### src/rtl/fetch.sv
// Instruction fetch front end: PC sequencing, credit-limited imem requests, in-order fetch queue, redirect flush/discard.
// Latency: first request the cycle after reset release or redirect; instruction valid 1 + memory latency cycles later.
// Backpressure: inst_rdy_i stalls the queue; requests stop once in-flight plus buffered entries reach QDEPTH.

// Small FIFO with synchronous flush; head is presented combinationally.
// Latency: a push is visible at the head the cycle after it is written.
// Backpressure: the caller must never push into a full FIFO unless popping in the same cycle.
module fetch_fifo #(
    parameter int W     = 32,
    parameter int DEPTH = 2,
    parameter int CW    = $clog2(DEPTH + 1)
) (
    input  logic          clk,
    input  logic          reset_n,
    input  logic          i_flush,
    input  logic          i_push,
    input  logic [W-1:0]  i_push_dat,
    input  logic          i_pop,
    output logic [W-1:0]  o_head_dat,
    output logic [CW-1:0] o_cnt
);
    localparam int AW = (DEPTH > 1) ? $clog2(DEPTH) : 1;

    logic [W-1:0]  r_mem [DEPTH];
    logic [AW-1:0] r_wr_ptr;
    logic [AW-1:0] r_rd_ptr;
    logic [CW-1:0] r_cnt;
    logic          w_push;
    logic          w_pop;

    function automatic logic [AW-1:0] ptr_inc(input logic [AW-1:0] p);
        return (p == AW'(DEPTH - 1)) ? '0 : p + AW'(1);
    endfunction

    assign w_pop  = i_pop && (r_cnt != '0) && !i_flush;
    assign w_push = i_push && !i_flush;

    always_ff @(posedge clk or negedge reset_n) begin
        if (!reset_n) begin
            r_wr_ptr <= '0;
            r_rd_ptr <= '0;
            r_cnt    <= '0;
        end else if (i_flush) begin
            r_wr_ptr <= '0;
            r_rd_ptr <= '0;
            r_cnt    <= '0;
        end else begin
            if (w_push) r_wr_ptr <= ptr_inc(r_wr_ptr);
            if (w_pop)  r_rd_ptr <= ptr_inc(r_rd_ptr);
            r_cnt <= r_cnt + CW'(w_push) - CW'(w_pop);
        end
    end

    always_ff @(posedge clk) begin
        if (w_push) r_mem[r_wr_ptr] <= i_push_dat;
    end

    assign o_head_dat = r_mem[r_rd_ptr];
    assign o_cnt      = r_cnt;

    a_no_overflow: assert property (@(posedge clk) disable iff (!reset_n)
        !(w_push && !w_pop && (r_cnt == CW'(DEPTH))));
endmodule

module fetch #(
    parameter logic [31:0] RESET_PC = 32'h0000_0000,
    parameter int          QDEPTH   = 2
) (
    input  logic        clk,
    input  logic        reset_n,
    input  logic        pc_v_x,
    input  logic [31:0] pc_x,
    output logic        imem_req_v,
    output logic [31:0] imem_req_addr,
    input  logic        imem_req_rdy,
    input  logic        imem_rsp_v,
    input  logic [31:0] imem_rsp_data,
    input  logic        inst_rdy_i,
    output logic        inst_v_o,
    output logic [31:0] inst_o,
    output logic [31:0] pc_o
);
    localparam int CW  = $clog2(QDEPTH + 1);
    localparam int CW1 = CW + 1;

    logic [31:0]   r_fpc;
    logic [CW-1:0] r_out_cnt;
    logic [CW-1:0] r_disc_cnt;

    logic          w_fire;
    logic          w_deliver;
    logic          w_rsp_keep;
    logic [CW-1:0] w_q_cnt;
    logic [CW-1:0] w_pc_cnt;
    logic [CW:0]   w_credit_used;
    logic [31:0]   w_rsp_pc;
    logic [31:0]   w_redir_pc;
    logic [63:0]   w_head;

    assign w_redir_pc = pc_x & 32'hFFFF_FFFC;

    // A slot being dequeued this cycle is already free, which keeps a 1-cycle memory streaming at full rate.
    assign w_credit_used = {1'b0, r_out_cnt} + {1'b0, w_q_cnt} - CW1'(w_deliver);

    assign inst_v_o      = reset_n && (w_q_cnt != '0) && !pc_v_x;
    assign w_deliver     = inst_v_o && inst_rdy_i;
    assign imem_req_v    = reset_n && !pc_v_x && (w_credit_used < CW1'(QDEPTH));
    assign imem_req_addr = r_fpc;
    assign w_fire        = imem_req_v && imem_req_rdy;
    assign w_rsp_keep    = imem_rsp_v && (r_disc_cnt == '0) && !pc_v_x;

    always_ff @(posedge clk or negedge reset_n) begin
        if (!reset_n) begin
            r_fpc      <= RESET_PC;
            r_out_cnt  <= '0;
            r_disc_cnt <= '0;
        end else begin
            r_out_cnt <= r_out_cnt + CW'(w_fire) - CW'(imem_rsp_v);
            if (pc_v_x) begin
                r_fpc      <= w_redir_pc;
                r_disc_cnt <= r_out_cnt - CW'(imem_rsp_v);
            end else begin
                if (w_fire) r_fpc <= r_fpc + 32'd4;
                if (imem_rsp_v && (r_disc_cnt != '0)) r_disc_cnt <= r_disc_cnt - CW'(1);
            end
        end
    end

    // PCs of live (non-discarded) requests, oldest first; lines up with returning responses.
    fetch_fifo #(.W(32), .DEPTH(QDEPTH), .CW(CW)) u_pc_fifo (
        .clk        (clk),
        .reset_n    (reset_n),
        .i_flush    (pc_v_x),
        .i_push     (w_fire),
        .i_push_dat (r_fpc),
        .i_pop      (w_rsp_keep),
        .o_head_dat (w_rsp_pc),
        .o_cnt      (w_pc_cnt)
    );

    fetch_fifo #(.W(64), .DEPTH(QDEPTH), .CW(CW)) u_inst_fifo (
        .clk        (clk),
        .reset_n    (reset_n),
        .i_flush    (pc_v_x),
        .i_push     (w_rsp_keep),
        .i_push_dat ({w_rsp_pc, imem_rsp_data}),
        .i_pop      (w_deliver),
        .o_head_dat (w_head),
        .o_cnt      (w_q_cnt)
    );

    assign pc_o   = w_head[63:32];
    assign inst_o = w_head[31:0];

    a_inflight_split: assert property (@(posedge clk) disable iff (!reset_n)
        ({1'b0, w_pc_cnt} + {1'b0, r_disc_cnt}) == {1'b0, r_out_cnt});
endmodule
### config.mk
export PLATFORM = sky130hd
export DESIGN_NAME = fetch
export DESIGN_NICKNAME = d
export VERILOG_FILES = /design/src/rtl/fetch.sv
export SDC_FILE = /design/constraint.sdc
export NUM_CORES = 1
export LEC_CHECK = 0
export CAP_MARGIN = 20
export CELL_PAD_IN_SITES_DETAIL_PLACEMENT = 1
export CELL_PAD_IN_SITES_GLOBAL_PLACEMENT = 1
export CORE_UTILIZATION = 30
export CTS_BUF_LIST = sky130_fd_sc_hd__clkbuf_8
export DETAILED_ROUTE_END_ITERATION = 7
export PLACE_DENSITY = 0.62
export SYNTH_ARGS = -nofsm -noshare
export SYNTH_HDL_FRONTEND = slang
export SYNTH_SLANG_ARGS = --single-unit
### constraint.sdc
create_clock -name clk -period 17.1 [get_ports clk]
set_clock_uncertainty 0.1 [all_clocks]
set_input_delay 3.42 -clock clk [delete_from_list [all_inputs] [get_ports clk]]
set_output_delay 3.42 -clock clk [all_outputs]
set_load 0.05 [all_outputs]
Yosys cells after proc, flatten, opt, wreduce, memory -nomap -nowiden --
Memory sizes are Yosys's and may differ from the RTL's. Cells that the tools add are included. Widths: inputs -> output; s select.
Cells by class: div/mod/pow operators 0, bitwise logic cells 0, add/sub/neg operators 15, equality and inequality tests 0, muxes and demuxes 22, reductions and logical operators 26, multipliers 0, magnitude comparators 1, shifts and indexed selects 0
Operators by type and width (number):
- $mux 32 | 2
- $add 32x3->32 const B | 1
- $reduce_bool 2->1 | 9
- $mux 1 | 16
- $logic_and 1x1->1 | 15
- $mux 2 | 4
- $sub 2x1->2 | 4
- $add 2x1->2 | 3
- $add 1x1->1 const B | 4
- $add 2x2->3 | 1
- $lt 3x2->1 const B | 1
- $sub 3x1->3 | 1
- $logic_not 2->1 | 1
- $sub 2x1->2 const B | 1
- $logic_not 1->1 | 1
Word-level totals: memories kept 2, latch bits 0, memory bits (writable) 192, word-level logic and storage cells 75, bits in read-only memories 0, register bits after elaboration 44
Memories:
- u_inst_fifo.r_mem | words 2, width 64, rd ports 1, clocked after memory_dff 0, write ports 1, line 24 | logic [W-1:0] r_mem [DEPTH];
- u_pc_fifo.r_mem | words 2, width 32, rd ports 1, clocked after memory_dff 0, write ports 1, line 24

Depth between registers and ports, before layout --
word-level depth 12, depth in mapped cells 16, depth with buffers taken out 14

Modules after synthesis --
From an unflattened synthesis, not the netlist that was laid out.
Second synthesis, totals: cell total of the unflattened synthesis 589, area total of the unflattened synthesis 9608.0 um^2
Modules (own cells, without submodules):
- fetch_fifo at u_inst_fifo | times used 1, area an instance 4848.4 um^2, sequential area each 3943.8 um^2, cells an instance 220
- fetch_fifo at u_pc_fifo | times used 1, area an instance 2560.0 um^2, sequential area each 2021.9 um^2, cells an instance 121
- fetch | times used 1, area an instance 2199.6 um^2, sequential area each 850.8 um^2, cells an instance 248

Least setup slack after synthesis --
Ideal clock, no wire load.
path type input-to-output, start point input port pc_v_x, end point output port imem_req_v, path buffers 0, setup slack 6.821 ns, arrival 6.759 ns, stages 8, cells stage by stage nand2b_1 -> a21oi_1 -> and2_1 -> ha_1 -> nand2b_1 -> fa_1 -> xnor2_1 -> nor3b_1
On the way: cells in the longest elaborated chain, start to end 6
Ends and longest elaborated chain:
- from (decl) | line 71 | input logic pc_v_x,
- $logic_not 1->1 | line 105 | assign inst_v_o = reset_n && (w_q_cnt != '0) && !pc_v_x;
- $logic_and 1x1->1 | line 105
- net inst_v_o | line 79 | output logic inst_v_o,
- $logic_and 1x1->1 | line 106 | assign w_deliver = inst_v_o && inst_rdy_i;
- $sub 3x1->3 | line 103 | assign w_credit_used = {1'b0, r_out_cnt} + {1'b0, w_q_cnt} - CW1'(w_deliver);
- $lt 3x2->1 | line 107 | assign imem_req_v = reset_n && !pc_v_x && (w_credit_used < CW1'(QDEPTH));
- $logic_and 1x1->1 | line 107
- to (decl) | line 73 | output logic imem_req_v,
The timed path passes the listed nets, and every way through them passes these cells.

Worst setup path after layout --
start point input port reset_n, end point output port imem_req_v
On the way: cells in the longest elaborated chain, start to end 6
Ends and longest elaborated chain:
- from (decl) | line 70 | input logic reset_n,
- $logic_and 1x1->1 (2 in a row) | line 105
- $logic_and 1x1->1 | line 106
- $sub 3x1->3 | line 103
- $lt 3x2->1 | line 107
- $logic_and 1x1->1 (*) | line 107
Every way passes the cells marked *; elsewhere a longest branch is shown, timed or not.

==> metrics <==
pre-CTS setup slack=6800 ps; Synth Area per Inst=16.0 sq um; DP Cell Count=1115; maximum VDD drop=39.6 uV; busiest grt layer=met2; critical path, cell by cell=buf_2 > buf_4 > nand2b_1 > a21oi_1 > and2_1 > ha_1 > nand2b_1 > fa_1 > xnor2_1 > nor3b_1 > clkdlybuf4s50_1; register area share after synthesis=0.712; Pwr Total=1.40 mW; Synth Flop Type=edfxtp_1; Final TNS setup=0 ps; IO Count=168; FFs w/ async S/R, synth=0.186; highest clock rate=0.0976 GHz; I/O Buffers=161; wire per inst=18.6 um; Worst slew margin=0.364; run status=completed; final setup vio count=0; CTS Hold Bufs=0; setup repair bufs after CTS=0; Core Util, Final=0.402; worst min-delay path class=reg -> reg; Post-synth EDFFs=184; initial antenna violation count=0; GRT Util Overall=0.143; first-pass GRT wire length=34.3 mm; CP Buf/Inv Count=3; CTS resizes=0; # fillers=3060; Synth warnings=0; die width=178 um; met1 Usage GRT=0.168; area leader, netlist=edfxtp_1; Crit-path slowest cell=clkdlybuf4s50_1; Core ar.=0.0300 sq mm; crit path DAT=6730 ps; Initial Utilization=0.309; fin nets=849; Top delay family on crit path=buffers and inverters; Pleak=4.21 nW; number of global-route vias before repair=6147; GR Util met2=0.248; layout cell share with drive strength beyond 1=0.213; final setup margin=6850 ps; routed via count=5548; final wirelength=22.1 mm; maximum number of pins on one net before global-route repair=63; CTS Buf Count=40; drt initial violations=235; Post-Place Cell Area=0.0113 sq mm; path type of the worst setup path=in -> out; root buffer cell=clkbuf_8; max-cap violation count=0; CP Capture Type=output port; Yosys cell types=49; power density over cell area=116 mW/mm^2; clk buf depth=3; #FFs+latches synth=226; Final Hold Viols=0; crit-path most repeated cell=nand2b_1; post-route non-filler standard cell count=1187; worst-path fanout max=44; GR Util met3=0.0368; die area=0.0315 sq mm; Die Y=178 um; Reg clk slew, reported paths=60 ps; Layout area overhead=30.4%; share of the synthesized area in the top cell type=0.598; Period Utilization, post-route=0.599; Post-Syn Instances=577; Vias/cell=4.67; total clock sinks=226; htree depth=2; fin. max-slew vios=0; RSZ-0062 raised after global routing=false; Final GP Congestion=0.710; measured slew at the worst slew-check pin=954 ps; top post-synthesis cells by area=edfxtp_1, dfrtp_1, mux2_2; cell area after synthesis=0.00924 sq mm; Detail Route Antenna Nets=0; final instance area=0.0120 sq mm; crit path launch type=input pin; antenna cell count=0; CTS tree=yes; FP Rows=63; Worst EP required=13580 ps; minimum clock period=10250 ps; Max stage delay on crit path=850 ps; final hold slack=435 ps; 1st-pass router iterations=4; worst skew pair latency=520 ps; HPWL after DPL=14.3 mm; DRC viols=0; GR Overflow Total=0
## cell families after synthesis
family | synth area share
buffers and inverters | 0.0175
AOI/OAI and AO/OA | 0.0391
muxes | 0.117
other | 0.000406
DFF | 0.712
xor gates and xnor gates | 0.0161
adders and majority gates | 0.0171
and+or+nand+nor | 0.0816
## synth_stat cells (5+ instances only)
| cell type | n |
|---|---|
| clkbuf_1 | 11 |
| o311ai_0 | 7 |
| nor2_1 | 22 |
| dfrtp_1 | 42 |
| a21oi_1 | 8 |
| nand3_1 | 15 |
| nor2b_1 | 5 |
| o21ai_0 | 18 |
| and3_1 | 5 |
| o211ai_1 | 8 |
| inv_1 | 14 |
| nand2_1 | 37 |
| nand4_1 | 8 |
| ha_1 | 11 |
| xnor2_1 | 12 |
| edfxtp_1 | 184 |
| nand2b_1 | 5 |
| mux2_2 | 93 |
| xor2_1 | 5 |
| buf_1 | 6 |
| and2_1 | 5 |
## area by class of cell
class / count / area (sq um) / area share
Timing Repair Buffer: 169 / 1660 / 0.138
Clock inverter: 31 / 180 / 0.0150
Clock buffer: 41 / 564 / 0.0468
Inverter: 14 / 52.6 / 0.00436
Sequential cell: 226 / 6580 / 0.546
Tap cell: 390 / 488 / 0.0405
Multi-Input combinational cell: 316 / 2520 / 0.210
## final timing paths
check	startpoint	end	slack, ps	depth (start not counted)
hold reg to reg	u_inst_fifo.r_rd_ptr	u_inst_fifo.r_rd_ptr	440	1
setup reg to reg	u_inst_fifo.o_cnt[1]	r_out_cnt[1]	13170	15
hold / removal	u_inst_fifo.r_rd_ptr	u_inst_fifo.r_rd_ptr	440	1
setup / recovery	reset_n	imem_req_v	6850	11
max in group asynchronous	reset_n	u_inst_fifo.r_rd_ptr	13530	2
min in group asynchronous	reset_n	imem_req_addr[25]	2920	2
## cell usage in the layout (no fill, tap or decap), types with 9 or more instances in the layout
master,Yosys,final
clkbuf_8,0,41
clkdlybuf4s50_1,0,159
clkinv_2,0,9
dfrtp_1,42,41
edfxtp_1,184,184
ha_1,11,11
inv_1,14,26
mux2_2,93,93
nand2_1,37,37
nand3_1,15,15
nor2_1,22,21
o21ai_0,18,18
xnor2_1,12,12
## registers in the layout (all words and copies together), names as in the netlist
name	count
u_pc_fifo.o_cnt	2
u_pc_fifo.r_wr_ptr	1
r_out_cnt	2
u_inst_fifo.r_rd_ptr	1
r_disc_cnt	2
u_inst_fifo.r_wr_ptr	1
imem_req_addr	30
u_pc_fifo.r_mem	60
u_inst_fifo.r_mem	124
u_pc_fifo.r_rd_ptr	1
u_inst_fifo.o_cnt	2
## report_power, final
part	total (mW)	switching, mW	internal [mW]
logic	0.258	0.162	0.0963
clock network	0.468	0.215	0.253
registers	0.670	0.0298	0.640
## metal layers
metal	up-vias	wire length (um)	share of wire
met5	-	0	0
li1	2572	-	-
met4	0	672	0.030
met1	2766	9140	0.41
met3	49	1270	0.058
met2	161	11000	0.50
Note: power is estimated with default switching activity, not from simulation.
